`src/rtl/syscall_print_ctrl.sv`:
```
// SYSCALL service sequencer: stalls the pipeline, borrows the data-memory read port and streams
// print-string / print-int / exit results. Define PRINT_INT_EN to enable the print-int (v0=1) service.
module syscall_print_ctrl #(
    parameter int MAX_LEN = 256,
    parameter int ADDR_W  = 32
) (
    input  logic              clk,
    input  logic              reset_n,
    input  logic              syscall_req,
    input  logic [31:0]       v0,
    input  logic [31:0]       a0,
    input  logic              mem_busy,
    output logic              stall_o,
    output logic              mem_req,
    output logic [ADDR_W-1:0] mem_addr,
    input  logic [31:0]       mem_rdata,
    output logic              out_valid,
    output logic              out_is_int,
    output logic [31:0]       out_data,
    input  logic              out_ready,
    output logic              done_o,
    output logic              trunc_o,
    output logic              halt_o
);

    localparam int CNT_W = $clog2(MAX_LEN + 1);

    localparam logic [31:0] CODE_PRINT_INT = 32'd1;
    localparam logic [31:0] CODE_PRINT_STR = 32'd4;
    localparam logic [31:0] CODE_EXIT      = 32'd10;

    typedef enum logic [2:0] {
        S_IDLE,
        S_DRAIN,
        S_FETCH,
        S_EMIT,
        S_DONE,
        S_HALT
`ifdef PRINT_INT_EN
        , S_INT
`endif
    } state_e;

    state_e            state_q, state_d;
    logic [ADDR_W-1:0] ptr_q,   ptr_d;
    logic [CNT_W-1:0]  cnt_q,   cnt_d;
    logic [31:0]       word_q,  word_d;   // fetched word, or the print-int value
    logic              trunc_q, trunc_d;
    logic              halt_q,  halt_d;
    logic [7:0]        cur_byte;

    // Little-endian byte lane addressed by the low pointer bits.
    always_comb begin
        case (ptr_q[1:0])
            2'd0:    cur_byte = word_q[7:0];
            2'd1:    cur_byte = word_q[15:8];
            2'd2:    cur_byte = word_q[23:16];
            default: cur_byte = word_q[31:24];
        endcase
    end

    always_comb begin
        // NOTE: every always_comb output gets a default first so no path can infer a latch.
        state_d    = state_q;
        ptr_d      = ptr_q;
        cnt_d      = cnt_q;
        word_d     = word_q;
        trunc_d    = trunc_q;
        halt_d     = halt_q;
        stall_o    = 1'b0;
        mem_req    = 1'b0;
        mem_addr   = '0;
        out_valid  = 1'b0;
        out_is_int = 1'b0;
        out_data   = '0;
        done_o     = 1'b0;

        case (state_q)
            S_IDLE: begin
                // Stall the same cycle the request shows up so the syscall never slips past D.
                stall_o = syscall_req;
                if (syscall_req) begin
                    trunc_d = 1'b0;
                    if (v0 == CODE_PRINT_STR) begin
                        state_d = S_DRAIN;
                        ptr_d   = a0[ADDR_W-1:0];
                        cnt_d   = '0;
`ifdef PRINT_INT_EN
                    end else if (v0 == CODE_PRINT_INT) begin
                        state_d = S_INT;
                        word_d  = a0;
`endif
                    end else if (v0 == CODE_EXIT) begin
                        state_d = S_HALT;
                        halt_d  = 1'b1;
                    end else begin
                        state_d = S_DONE;
                    end
                end
            end

            S_DRAIN: begin
                stall_o = 1'b1;
                if (!mem_busy) begin
                    state_d = S_FETCH;
                end
            end

            S_FETCH: begin
                stall_o  = 1'b1;
                mem_addr = {ptr_q[ADDR_W-1:2], 2'b00};
                // The MEM stage owns the port whenever it asks; back off and retry.
                if (mem_busy) begin
                    state_d = S_DRAIN;
                end else begin
                    mem_req = 1'b1;
                    word_d  = mem_rdata;
                    state_d = S_EMIT;
                end
            end

            S_EMIT: begin
                stall_o = 1'b1;
                if (cur_byte == 8'h00) begin
                    state_d = S_DONE;
                end else begin
                    out_valid = 1'b1;
                    out_data  = {24'h0, cur_byte};
                    if (out_ready) begin
                        ptr_d = ptr_q + ADDR_W'(1);
                        cnt_d = cnt_q + CNT_W'(1);
                        if (cnt_q == CNT_W'(MAX_LEN - 1)) begin
                            trunc_d = 1'b1;
                            state_d = S_DONE;
                        end else if (ptr_q[1:0] == 2'b11) begin
                            state_d = S_DRAIN;
                        end
                    end
                end
            end

`ifdef PRINT_INT_EN
            S_INT: begin
                stall_o    = 1'b1;
                out_valid  = 1'b1;
                out_is_int = 1'b1;
                out_data   = word_q;
                if (out_ready) begin
                    state_d = S_DONE;
                end
            end
`endif

            S_DONE: begin
                done_o  = 1'b1;
                state_d = S_IDLE;
            end

            S_HALT: begin
                stall_o = 1'b1;
            end

            default: begin
                state_d = S_IDLE;
            end
        endcase
    end

    always_ff @(posedge clk or negedge reset_n) begin
        if (!reset_n) begin
            state_q <= S_IDLE;
            ptr_q   <= '0;
            cnt_q   <= '0;
            word_q  <= '0;
            trunc_q <= 1'b0;
            halt_q  <= 1'b0;
        end else begin
            // NOTE: sequential state uses non-blocking assignments so every flop samples pre-edge values.
            state_q <= state_d;
            ptr_q   <= ptr_d;
            cnt_q   <= cnt_d;
            word_q  <= word_d;
            trunc_q <= trunc_d;
            halt_q  <= halt_d;
        end
    end

    assign trunc_o = trunc_q;
    assign halt_o  = halt_q;

endmodule

```
`config.mk`:
```
export PLATFORM = sky130hd
export DESIGN_NAME = syscall_print_ctrl
export DESIGN_NICKNAME = d
export VERILOG_FILES = /design/src/rtl/syscall_print_ctrl.sv
export SDC_FILE = /design/constraint.sdc
export NUM_CORES = 1
export LEC_CHECK = 0
export CORE_MARGIN = 3
export CORE_UTILIZATION = 45
export CTS_BUF_LIST = sky130_fd_sc_hd__clkbuf_4
export CTS_CLUSTER_DIAMETER = 150
export DETAILED_ROUTE_END_ITERATION = 16
export PLACE_DENSITY = 0.81
export SETUP_SLACK_MARGIN = 0.02
export SLEW_MARGIN = 0
export SYNTH_ARGS = -nofsm -noshare
export SYNTH_HDL_FRONTEND = slang
export SYNTH_SLANG_ARGS = --single-unit
export TNS_END_PERCENT = 1
```
`constraint.sdc`:
```
create_clock -name clk -period 2.68 [get_ports clk]
set_input_delay 0.402 -clock clk [delete_from_list [all_inputs] [get_ports clk]]
set_output_delay 0.402 -clock clk [all_outputs]
set_load 0.05 [all_outputs]
```
# Word level (Yosys, flattened, before mapping)
# Index checks and enable logic that the tools add are counted.
[op_classes] addsub=2 multipliers=0 div=0 order_cmp=0 n_eq_ne=19 shifts=0 muxes=35 n_bitwise=3 reduce_logical=10
[op_table] operator="$mux 32" n=5
[op_table] operator="$pmux 32 s2" n=1
[op_table] operator="$mux 9" n=4
[op_table] operator="$add 32x1->32 const B" n=1
[op_table] operator="$eq 32x3->1 const B" n=1
[op_table] operator="$eq 32x4->1 const B" n=1
[op_table] operator="$pmux 8 s3" n=1
[op_table] operator="$mux 3" n=7
[op_table] operator="$pmux 9 s2" n=1
[op_table] operator="$mux 8" n=2
[op_table] operator="$pmux 3 s5" n=1
[op_table] operator="$reduce_and 5->1" n=3
[op_table] operator="$ne 2x2->1 const B" n=6
[op_table] operator="$mux 1" n=10
[op_table] operator="$add 9x1->9 const B" n=1
[op_table] operator="$eq 9x8->1 const B" n=1
[op_table] operator="$logic_not 8->1" n=1
[op_table] operator="$eq 3x2->1 const B" n=2
[op_table] operator="$eq 3x3->1 const B" n=2
[op_table] operator="$eq 2x2->1 const B" n=2
[op_table] operator="$ne 4x4->1 const B" n=1
[op_table] operator="$pmux 1 s2" n=2
[op_table] operator="$reduce_and 4->1" n=1
[op_table] operator="$reduce_or 4->1" n=1
[op_table] operator="other kinds (9)" n=11
[word_totals] reg_bits=78 latch_bits=0 ramBits=0 romBits=0 in_bits=101 out_inout_bits=71 wordCells=75 memories=0

# Depth between registers and ports, before layout
[depth] depth_word=6 depth_mapped=11 mapped_depth_nobuf=9

# Worst setup path after synthesis
# No wires, ideal clock.
[synth_timing] path_kind="register -> output" start="reg ptr_q[0]" end="out out_valid" arrival_time_ns=2.152 t_required_ns=2.278 slack_ns=0.126 path_stages_with_launch=9 path_buffers=1 path_cell_list="dfrtp_1 inv_1 ha_1 clkbuf_1 a22oi_1 a2bb2oi_1 nor4_4 and3_1 nor2_1"
[synth_between] elab_chain_cells=5 word_cells_on_any_way=7 cone_classes="2 x eq/ne; 3 x mux; 2 x reduce/logical"
[synth_lines] item="start: declaration" line_no="45" source="logic [ADDR_W-1:0] ptr_q, ptr_d;"
[synth_lines] item="start signal: assignment" line_no="180" source="ptr_q <= ptr_d;"
[synth_lines] item="$eq 2x2->1, or another cell as far along" line_no="54" source="case (ptr_q[1:0])"
[synth_lines] item="$pmux 8 s3 *" line_no="54"
[synth_lines] item="$logic_not 8->1 *" line_no="124" source="if (cur_byte == 8'h00) begin"
[synth_lines] item="$mux 1 *" line_no="124"
[synth_lines] item="$mux 1 *" line_no="78" source="case (state_q)"
[synth_lines] item="end: declaration" line_no="17" source="output logic out_valid,"
# Every way passes the cells marked *; elsewhere a longest branch is shown, timed or not.

# Worst setup path after layout
# Ends and elaborated chain as after synthesis.

==> out/metrics.cfg <==
[flow_run]
maxCapViolations=0

[synth]
mappedNetlistArea_mm2=0.00502
synth-compound-area-share=0.217
synth_top_family_by_area=compound AO/OA/AOI/OAI gates
avgSynthCellArea_um2=9.40
synth.top_cell.area_share=0.389
synth_warnings=0
muxShareOfSynthArea=0.0893
synth-main-ff-cell=dfrtp_1
synth_xor_area_frac=0.00698
synth_area_leader_cell=dfrtp_1
synth.area.top_cells=dfrtp_1 39%, mux2_2 8.5%, and3_1 5.0%
ys_seq_area_frac=0.389
synthSimpleGateAreaFrac=0.192
async_flop_share=1.00
ys_types=68
yosys_register_bits=78
syn-instance-count=534
synth_adder_area_share=0.0150
synth_edf_count=0

[critical_path]
endpoint_kind=output port
cp_cell_sequence=buf_6 > ha_4 > a222oi_1 > nand3_1 > o31ai_4 > and3_4 > nor2_4 > buf_12
criticalPathCategory=reg2out
critPathSlowestCell=a222oi_1
worstPathArrival_ps=2550
start_kind=flop
required_ps=2280
slowest_delay_ps=520
critPathMaxFanout=8

[cts]
numCtsBuffers=9
ctsHoldBuffers=0
tritoncts=yes
root_buffer=clkbuf_4
htree_levels=3
clock_latency_ps=450
path_clk_slew_ps=140
cts_max_path_buffers=2
clock_sinks=78

[timing]
setup_violations=13
drv_slew=0
slew_headroom=0.343
hold_viol=0
skew_ps=10.7
fin_setup_tns_ps=-841
setup_slack_ps=-273
holdWs_ps=98.6
tightest_slew_ps=986
period_share=1.10
rsz0062_at_grt=yes
final.min_clock_period_ps=2950
clock.fmax_ghz=0.339

[floorplanning]
design.portCount=172
rows=37
start_util=0.473
die_h_um=112
die_area_mm2=0.0125
core_mm2=0.0106
die_w_um=112

[placed_design]
portBuffers=144
post-dp-hpwl_um=11100
dp_cells=796
pre_cts_slack_ps=-6.85
finalWeightedCongestion=0.876
place_area_mm2=0.00655

[power_and_ir_drop]
swShare=0.377
seq_power_share=0.492
switching_power_mw=1.57
p_leak_nw=3.07
pwr-share-clk=0.154
vdd_drop_max_mv=0.509
power.total_mw=4.16
comb_power_share=0.354
power.density_mw_per_mm2=605
internal_power_mw=2.59

[finish]
fin_util=0.648
final_nets=790
design_area_mm2=0.00687
drive_gt1_frac=0.244
n_antenna_cell=0
syn2layout_area_growth_pct=36.9
fillerInstances=854
final_cells=824

[outcome]
outcome=complete, but fails checks
violations=negative setup slack

[global_route]
antenna_found_initial=0
grt_max_degree=79
grt_pass1_vias=4762
grt-ovfl-total=0
grt_usage=0.241
grt_pass1_wl_um=24600

[route]
wl_per_cell_um=18.7
route.met3.wl_um=1360
first_iter_violations=403
drc_errors=0
routed-via-count=4902
met1_length_um=6290
firstDrtPassIters=5
totalWireLength_um=15400
dr_wl_met2_um=7420
ant_nets=0
vias_per_cell=5.95
top_layer_used=met4

[min_path]
min_path_type=in2async

## layout make-up
type,instances,area [um2],area share
Sequential cell,78,1950,0.284
Timing Repair Buffer,178,1750,0.255
Multi-Input combinational cell,400,2820,0.411
Inverter,16,60.1,0.00874
Tap cell,136,170,0.0248
Clock buffer,9,67.6,0.00983
Clock inverter,7,50.0,0.00728
## path summary, 6_finish.rpt
path	startpoint	endpoint	slack [ps]	cells after the start
setup / recovery	ptr_q[0]	out_valid	-270	8
hold / removal	reset_n	ptr_q[16]	100	1
setup reg to reg	ptr_q[0]	ptr_q[27]	-110	11
hold reg to reg	halt_o	halt_o	500	1
max in group asynchronous	reset_n	ptr_q[1]	1910	1
min in group clk	halt_o	halt_o	500	1
## layer usage
layer	up-vias	GRT usage
met5	-	0
met4	0	0.0787
met3	29	0.0598
met2	262	0.391
met1	2365	0.319
li1	2246	-
## registers in the layout, summed over array words and instances (netlist names)
register,count
halt_o,1
word_q,32
trunc_o,1
cnt_q,9
state_q,3
ptr_q,32
## placed cells by master, fill, tap and decap left out, types with 14 or more instances in the layout
master | netlist | final
conb_1 | 1 | 27
buf_4 | 29 | 62
a21oi_1 | 43 | 43
inv_1 | 16 | 14
dfrtp_1 | 78 | 77
and3_1 | 40 | 39
clkdlybuf4s50_1 | 0 | 101
nand2_1 | 18 | 18
nand3_1 | 19 | 19
nor2_1 | 41 | 39
o21ai_0 | 17 | 17
mux2_2 | 38 | 38
## cells in the mapped netlist, types with 5 or more instances
cell / number
dfrtp_1: 78
a21oi_1: 43
nor2_1: 41
and3_1: 40
mux2_2: 38
buf_4: 29
nand3_1: 19
nand2_1: 18
clkbuf_1: 17
o21ai_0: 17
inv_1: 16
a31oi_1: 12
buf_2: 12
o22a_1: 12
a22oi_1: 9
nor3_1: 8
a2bb2oi_1: 7
nor4_1: 7
a311oi_1: 6
ha_1: 6
o22ai_1: 6
a211oi_1: 5
a41oi_1: 5
and2_1: 5
buf_1: 5
o21a_1: 5
## what timing repair did
| item | CTS | global route |
|---|---|---|
| gates cloned | 0 | 0 |
| buffers inserted | 7 | 5 |
| endpoints found under the setup margin | 10 | 47 |
| pin swaps | 6 | 14 |
| gates resized for setup | 13 | 13 |
| endpoints found under the hold margin | 0 | 0 |
## power groups by stage
stage / clock network [mW] / logic (mW) / registers [mW]
global placement: 0 / 1.11 / 2.03
global route: 0.701 / 1.59 / 2.10
CTS: 0.654 / 1.32 / 2.02
floorplan: 0 / 0.891 / 1.88
finish: 0.639 / 1.47 / 2.05
detailed placement: 0 / 1.18 / 2.04
## logic make-up (layout without fill, tap and decap cells)
group,Yosys count,after routing
AND/OR/NAND/NOR,169,169
AO/OA/AOI/OAI,154,154
buffers and inverters,82,210
flip-flops,78,78
multiplexers,40,40
adder cells (fa/ha/maj),6,6
XOR/XNOR,4,4
other,1,27
## worst max-delay path, delay by kind of cell, from the launching register on
kind | cells | cell delay (ps)
AND/OR/NAND/NOR | 3 | 530
AO/OA/AOI/OAI | 2 | 630
buffers and inverters | 2 | 310
flip-flops | 1 | 450
adder cells (fa/ha/maj) | 1 | 180
Power figures use the tool's default switching activity.
